<file path="config.mk">
export PLATFORM = sky130hd
export DESIGN_NAME = ones_generator
export DESIGN_NICKNAME = d
export VERILOG_FILES = /design/src/rtl/ones_generator.sv
export SDC_FILE = /design/constraint.sdc
export NUM_CORES = 1
export LEC_CHECK = 0
export CAP_MARGIN = 15
export CORE_UTILIZATION = 32
export CTS_CLUSTER_SIZE = 20
export DETAILED_ROUTE_END_ITERATION = 10
export MAX_ROUTING_LAYER = met4
export PLACE_DENSITY = 0.59
export SETUP_SLACK_MARGIN = 0.1
export SYNTH_ARGS = -nofsm -noshare
export SYNTH_HDL_FRONTEND = slang
export SYNTH_SLANG_ARGS = --single-unit
export TNS_END_PERCENT = 20
</file>
<file path="constraint.sdc">
create_clock -name clk -period 4.3 [get_ports clk]
set_input_delay 0.645 -clock clk [delete_from_list [all_inputs] [get_ports clk]]
set_output_delay 0.645 -clock clk [all_outputs]
set_load 0.01 [all_outputs]
</file>
<file path="src/rtl/ones_generator.sv">
// ones_generator: builds a WIDTH-bit word holding exactly N ones.
// The ones form one contiguous run that starts at start_pos and wraps from
// the MSB back to bit 0. One bit is set per clock under a three-state ASMD
// controller that uses the same start/done handshake as the bit counter.
module ones_generator #(
    parameter int unsigned WIDTH = 8,
    parameter int unsigned CW    = $clog2(WIDTH + 1),
    parameter int unsigned PW    = $clog2(WIDTH)
) (
    input  logic             clk,
    input  logic             reset,
    input  logic             start,
    input  logic [CW-1:0]    count,
    input  logic [PW-1:0]    start_pos,
    output logic [WIDTH-1:0] value,
    output logic             busy,
    output logic             done,
    output logic             err
);

    // Largest legal ones-count; anything above it is flagged as an error.
    localparam logic [CW-1:0] MaxCount = CW'(WIDTH);
    localparam logic [PW-1:0] LastPos  = PW'(WIDTH - 1);

    typedef enum logic [1:0] {
        StIdle = 2'd0,
        StRun  = 2'd1,
        StDone = 2'd2
    } state_e;

    state_e             r_state;
    logic [CW-1:0]      r_cnt;      // ones still to place
    logic [CW-1:0]      r_cnt_ld;   // count captured on the load edge
    logic [PW-1:0]      r_pos;      // next bit to set
    logic [WIDTH-1:0]   r_value;
    logic               r_busy;
    logic               r_done;
    logic               r_err;

    logic               w_count_bad;
    logic [PW-1:0]      w_pos_next;

    // Combinational helpers: error detection and wrapping pointer increment.
    always_comb begin
        w_count_bad = (count > MaxCount);
        w_pos_next  = (r_pos == LastPos) ? '0 : r_pos + PW'(1);
    end

    // Controller and datapath: one always_ff, all outputs registered.
    always_ff @(posedge clk or posedge reset) begin
        if (reset) begin
            r_state  <= StIdle;
            r_cnt    <= '0;
            r_cnt_ld <= '0;
            r_pos    <= '0;
            r_value  <= '0;
            r_busy   <= 1'b0;
            r_done   <= 1'b0;
            r_err    <= 1'b0;
        end else begin
            unique case (r_state)
                StIdle: begin
                    if (start) begin
                        r_cnt    <= count;
                        r_cnt_ld <= count;
                        r_pos    <= start_pos;
                        r_value  <= '0;
                        if (w_count_bad) begin
                            // Out-of-range request: finish immediately with an empty word.
                            r_err   <= 1'b1;
                            r_state <= StDone;
                            r_done  <= 1'b1;
                            r_busy  <= 1'b0;
                        end else begin
                            r_err   <= 1'b0;
                            r_state <= StRun;
                            r_busy  <= 1'b1;
                            r_done  <= 1'b0;
                        end
                    end
                end
                StRun: begin
                    if (r_cnt == '0) begin
                        r_state <= StDone;
                        r_busy  <= 1'b0;
                        r_done  <= 1'b1;
                    end else begin
                        r_value[r_pos] <= 1'b1;
                        r_pos          <= w_pos_next;
                        r_cnt          <= r_cnt - CW'(1);
                    end
                end
                StDone: begin
                    // Hold the result until the requester drops start.
                    if (!start) begin
                        r_state <= StIdle;
                        r_done  <= 1'b0;
                    end
                end
                default: begin
                    r_state <= StIdle;
                    r_busy  <= 1'b0;
                    r_done  <= 1'b0;
                end
            endcase
        end
    end

    // Output drive straight from the registers.
    always_comb begin
        value = r_value;
        busy  = r_busy;
        done  = r_done;
        err   = r_err;
    end

`ifndef SYNTHESIS
    // Every bit placed so far is one ones-count consumed.
    a_run_popcount: assert property (@(posedge clk) disable iff (reset)
        (r_state == StRun) |-> ($countones(r_value) + int'(r_cnt)) == int'(r_cnt_ld));

    // A clean finish holds exactly the requested number of ones.
    a_done_popcount: assert property (@(posedge clk) disable iff (reset)
        (r_state == StDone && !r_err) |-> $countones(r_value) == int'(r_cnt_ld));

    // Flags track the state one-for-one.
    a_busy_state: assert property (@(posedge clk) disable iff (reset)
        r_busy == (r_state == StRun));
    a_done_state: assert property (@(posedge clk) disable iff (reset)
        r_done == (r_state == StDone));
`endif

endmodule

</file>
==> results of run 1 <==
[cells in the mapped netlist, types with 2 or more instances]
master	count	share of area [%]
nor3b_1	2	1.4
a31oi_1	3	1.8
nand2_1	8	2.9
a21oi_1	7	3.4
buf_2	2	0.96
inv_1	5	1.8
or3_4	2	2.2
mux2i_1	3	2.9
dfrtp_1	19	46
or3b_1	2	1.7
nand2b_1	2	1.2
o31ai_1	4	2.9
clkbuf_1	2	0.72
a32o_2	4	4.3
o22ai_1	3	1.8
ha_1	3	3.6
[cell type report]
| type | count | area share [%] |
|---|---|---|
| tap | 44 | 4.20 |
| timing repair buffer | 20 | 15.3 |
| clock buffer | 3 | 1.72 |
| sequential | 19 | 36.3 |
| multi-input combinational | 64 | 40.7 |
| inverter | 5 | 1.43 |
| clock inverter | 1 | 0.382 |
[cells in the final DEF (no fill, tap or decap), types with 2 or more instances in the layout]
| cell type | count |
|---|---|
| nand2b_1 | 2 |
| a21oi_1 | 7 |
| nand2_1 | 8 |
| or3b_1 | 2 |
| or3_4 | 2 |
| dfrtp_1 | 19 |
| a31oi_1 | 3 |
| o22ai_1 | 3 |
| ha_1 | 3 |
| mux2i_1 | 3 |
| o31ai_1 | 4 |
| a32o_2 | 4 |
| clkdlybuf4s50_1 | 20 |
| inv_1 | 5 |
| clkbuf_4 | 3 |
| nor3b_1 | 2 |
[cell families after synthesis]
| kind of cell | count (synthesis) | share of synthesized area (%) |
|---|---|---|
| multiplexers | 4 | 3.95 |
| flip-flops | 19 | 45.5 |
| adder cells (fa/ha/maj) | 3 | 3.59 |
| AND/OR/NAND/NOR | 27 | 20.1 |
| AO/OA/AOI/OAI | 30 | 23.4 |
| buffers and inverters | 9 | 3.47 |
[worst paths after layout]
kind,from,depth (start not counted),endpoint
max,r_state[1],1,done
min reg2reg,value[4],2,value[4]
min,value[4],2,value[4]
max reg2reg,r_cnt[0],5,value[3]
min in group asynchronous,reset,2,err
max in group asynchronous,reset,2,value[3]
[flip-flops by register name (all words and copies together) (netlist names)]
| register | count |
|---|---|
| value | 8 |
| r_cnt | 4 |
| r_pos | 3 |
| r_state | 2 |
| busy | 1 |
| err | 1 |
[routing by layer]
| layer | vias up | track usage [%] |
|---|---|---|
| li1 | 391 | - |
| met1 | 395 | 20.7 |
| met2 | 13 | 22.2 |
| met3 | 2 | 2.84 |
| met4 | 0 | 7.14 |
| met5 | - | - |
[metrics by stage]
stage / hold slack (ns) / total power [mW] / area, um2 / utilization, %
5_1_grt: 0.528 / 1.00 / 1310 / 42.6
2_1_floorplan: 0.515 / 0.676 / 1040 / -
6_report: 0.492 / 0.929 / 1310 / 42.6
4_1_cts: 0.499 / 0.937 / 1310 / 42.6
3_5_place_dp: 0.475 / 0.840 / 1280 / 41.7
3_3_place_gp: 0.468 / 0.830 / 1280 / 41.7
[report_power, final]
part / internal [mW] / total, mW / switching (mW)
clock: 0.0346 / 0.0941 / 0.0595
sequential: 0.260 / 0.361 / 0.101
combinational: 0.263 / 0.474 / 0.211
==> flow_metrics.tcl, run 1 <==
set metrics [dict create \
    tns_ns 0 \
    dp_slack_ns 2.04 \
    tightest_slew_ns 0.724 \
    cts.clk_slew.worst_paths_ns 0.12 \
    area_growth_pct 25.4 \
    synthFlopType "dfrtp_1" \
    fillerInstances 304 \
    layout.nets 126 \
    portBuffers 20 \
    multi_input_area_um2 533 \
    drt-met1-wl_um 1130 \
    final-seq-area_um2 475 \
    critPathMaxFanout 14 \
    fin_crit_sh_pct 51.7 \
    path_delay_family "flip-flops" \
    crit_buf_inv 1 \
    cts_buffer_depth 2 \
    syn_area_um2 1040 \
    maxCapViolations 0 \
    dp.cells 152 \
    dp_hpwl_um 1700 \
    synth-edff-count 0 \
    cts_tree "done" \
    clock.fmax_mhz 450 \
    slew_viol_final 0 \
    first_pass_iters 4 \
    arrival_ns 1.58 \
    fin_ws_ns 2.08 \
    cts-root-buf "clkbuf_4" \
    io_pins 21 \
    final.min_clock_period_ns 2.22 \
    r2r_setup_slack_ns 2.54 \
    p_per_area_nw_per_um2 709 \
    synth_cell_types 37 \
    worstSetupPathType "flip-flop to primary output" \
    cts_hold_buf 0 \
    drc_errors 0 \
    die_width_um 59.1 \
    worstPathCellList "clkdlybuf4s50_1" \
    synth_seq_area_share_pct 45.5 \
    core_um2 3080 \
    cts_resized 0 \
    stdcell_count 156 \
    critPathCaptureType "primary output" \
    cp-start-kind "flip-flop" \
    syn_nets 105 \
    async_flop_share_pct 100 \
    fp.dieArea_um2 3500 \
    highest_layer "met4" \
    rsz0062_at_grt "false" \
    timing_hold_violations_final 0 \
    syn_inst 92 \
    wl_met2_um 1090 \
    clock_skew_ns 0.00413 \
    grt_use_total_pct 15.3 \
    slowest_delay_ns 0.65 \
    worst_path_max_delay_cell "dfrtp_1" \
    clock-sinks 19 \
    irDropWorstVdd_mv 0.326 \
    grt_max_degree 20 \
    wl_met3_um 58 \
    htreeDepth 1 \
    clock_latency_ns 0.30 \
    yosys_warnings 0 \
    initial_core_util_pct 33.9 \
    totalWireLength_um 2300 \
    dieHeight_um 59.1 \
    drive_above_1_share_pct 17.0 \
    place.gp.congestion 0.784 \
    max_slew_margin_pct 51.7 \
    hold_path_class "flip-flop to flip-flop" \
    cts_buffers 3 \
    antenna_found_initial 0 \
    rows 20 \
    synth_area_per_cell_um2 11.4 \
    cts_setup_buffers 0 \
    status "finished clean" \
    wl_per_cell_um 14.7 \
    grt_pass1_wl_um 3860 \
    first_iter_violations 16 \
    setup_violations 0 \
    vias_per_cell 5.13 \
    grt_pass1_vias 804 \
    critPathRequiredTime_ns 3.65 \
    antenna_cells 0 \
    power.leakage_nw 0.545 \
    ys_ff_latch 19 \
    postRouteAntennaNets 0 \
    vias 801 \
    overflow 0 \
]
No activity file was read; power rests on OpenSTA's default activity.
==> run 2: changes to the inputs <==
PLACE_DENSITY = 0.61   (was 0.59)
clock period = 1.9 ns   (was 4.3 ns; I/O delays follow)
==> run 2 against run 1 <==
Effect of this change: worst setup slack got worse by 1.9 ns; die area unchanged; routed wire length decreased by 5.6%; core utilization increased by 1.5 points; register-to-register slack got worse by 2.3 ns; power increased by 130%; highest routed layer unchanged; design area increased by 3.4%; non-clock buffer count increased by 6; largest power group unchanged; first-iteration DRC count increased by 44%; critical path depth increased by 4; clock power increased by 120%; critical endpoint is now value[5].
==> flow_metrics.tcl, run 2 (synthesized netlist as in run 1, its figures left out) <==
set metrics [dict create \
    status "finished clean" \
    first_iter_violations 23 \
    maxCapViolations 0 \
    io_pins 21 \
    swShare_pct 39.0 \
    clock.fmax_mhz 586 \
    area_growth_pct 29.7 \
    layout_commonest_cell "clkdlybuf4s50_1" \
    vias_per_cell 5.10 \
    fin_crit_sh_pct 89.8 \
    initial_core_util_pct 33.9 \
    place.gp.congestion 0.782 \
    cts_buffers 3 \
    arrival_ns 1.91 \
    critPathMaxFanout 6 \
    rsz0062_at_grt "false" \
    drc_errors 0 \
    cp-start-kind "flip-flop" \
    cts_tree "done" \
    p_int_mw 1.31 \
    fp.dieArea_um2 3500 \
    max_slew_margin_pct 73.5 \
    hold_path_class "primary input to asynchronous set/reset pin" \
    first_pass_iters 4 \
    power.leakage_nw 0.574 \
    final_cell_mix "20 x clkdlybuf4s50_1, 19 x dfrtp_1, 8 x nand2_1, 7 x a21oi_1, 6 x buf_4" \
    p_per_area_nw_per_um2 1580 \
    clock_latency_ns 0.30 \
    pwr-share-clk_pct 9.8 \
    worstSetupPathType "flip-flop to flip-flop" \
    overflow 0 \
    reg2reg_depth 5 \
    timing.hold.ws_ns 0.298 \
    vias 826 \
    critPathRequiredTime_ns 2.10 \
    dp_hpwl_um 1610 \
    combPwrFrac_pct 53.2 \
    drive_above_1_share_pct 21.2 \
    slew_viol_final 0 \
    postRouteAntennaNets 0 \
    fillerInstances 318 \
    grt_max_degree 20 \
    irDropWorstVdd_mv 0.456 \
    dieHeight_um 59.1 \
    final.min_clock_period_ns 1.71 \
    rr_startpoint "r_cnt[0]" \
    cts_resized 0 \
    critPathCaptureType "flip-flop" \
    cts_setup_buffers 0 \
    timing_hold_violations_final 0 \
    clock_skew_ns 0.00377 \
    r2r_setup_slack_ns 0.19 \
    tns_ns 0 \
    rows 20 \
    switchingPower_mw 0.836 \
    grt_pass1_vias 826 \
    grt_pass1_wl_um 3790 \
    largest_reg_flops 8 \
    r2r_end "value[5]" \
    cts.clk_slew.worst_paths_ns 0.11 \
    cts-root-buf "clkbuf_4" \
    clock-sinks 19 \
    cts_buffer_depth 2 \
    tightest_slew_ns 0.387 \
    portBuffers 20 \
    antenna_cells 0 \
    grt_use_total_pct 15.0 \
    die_width_um 59.1 \
    cts_hold_buf 0 \
    core_um2 3080 \
    htreeDepth 1 \
    totalWireLength_um 2170 \
    setup_violations 0 \
    layout.nets 132 \
    antenna_found_initial 0 \
    seqPwrFrac_pct 37.0 \
    wl_per_cell_um 13.4 \
]
run 2: changes by cell type in the layout (fill, tap and decap cells not counted), sizes merged:
cell,before,now
buf,0,6
run 2: how the worst max path moves through the flow:
| stage | startpoint | to | slack, ns | cells past startpoint |
|---|---|---|---|---|
| after floorplan | r_cnt[0] | value[5] | 0.31 | 5 |
| after global placement | start | err | 0.19 | 3 |
| after detailed placement | start | err | 0.18 | 3 |
| after CTS | r_cnt[0] | value[5] | 0.19 | 5 |
| after global routing | r_cnt[1] | value[7] | 0.10 | 5 |
| final | r_cnt[0] | value[5] | 0.19 | 5 |
run 2: power groups by stage:
| stage | sequential [mW] | combinational, mW | clock, mW |
|---|---|---|---|
| final | 0.793 | 1.14 | 0.211 |
| after global routing | 0.825 | 1.26 | 0.239 |
| after CTS | 0.789 | 1.16 | 0.223 |
| after detailed placement | 0.797 | 1.15 | 0 |
| after global placement | 0.792 | 1.14 | 0 |
| after floorplan | 0.777 | 0.752 | 0 |
run 2: per-layer routing:
metal	vias to the layer above	track usage (%)	share of wire (%)
met4	0	9.18	2.8
met2	13	22.1	46
li1	403	-	-
met5	-	-	0
met1	405	19.7	50
met3	5	1.97	1.8
run 2: metrics by stage:
step | util [%] | cells | instance area, um2 | total power, mW | worst slack, ns
CTS | 44.0 | 162 | 1360 | 2.17 | 0.186
global placement | 43.1 | 158 | 1330 | 1.93 | 0.185
global route | 44.0 | 162 | 1360 | 2.32 | 0.101
floorplan | - | 92 | 1040 | 1.53 | 0.314
detailed placement | 43.1 | 158 | 1330 | 1.95 | 0.175
finish | 44.0 | 162 | 1360 | 2.14 | 0.193
run 2: final cells by class:
type | instances | area (um2) | area share, %
inverter | 5 | 18.8 | 1.39
tap | 44 | 55.1 | 4.06
sequential | 19 | 475 | 35.1
timing repair buffer | 26 | 245 | 18.1
multi-input combinational | 64 | 533 | 39.3
clock buffer | 3 | 22.5 | 1.66
clock inverter | 1 | 5.00 | 0.369
run 2: worst max-delay path, cell delays in order (launching register included):
cell and delay [ns]:
dfrtp_1 0.40, inv_1 0.09, ha_1 0.25, or3b_4 0.42
and3_4 0.19, a32o_2 0.26
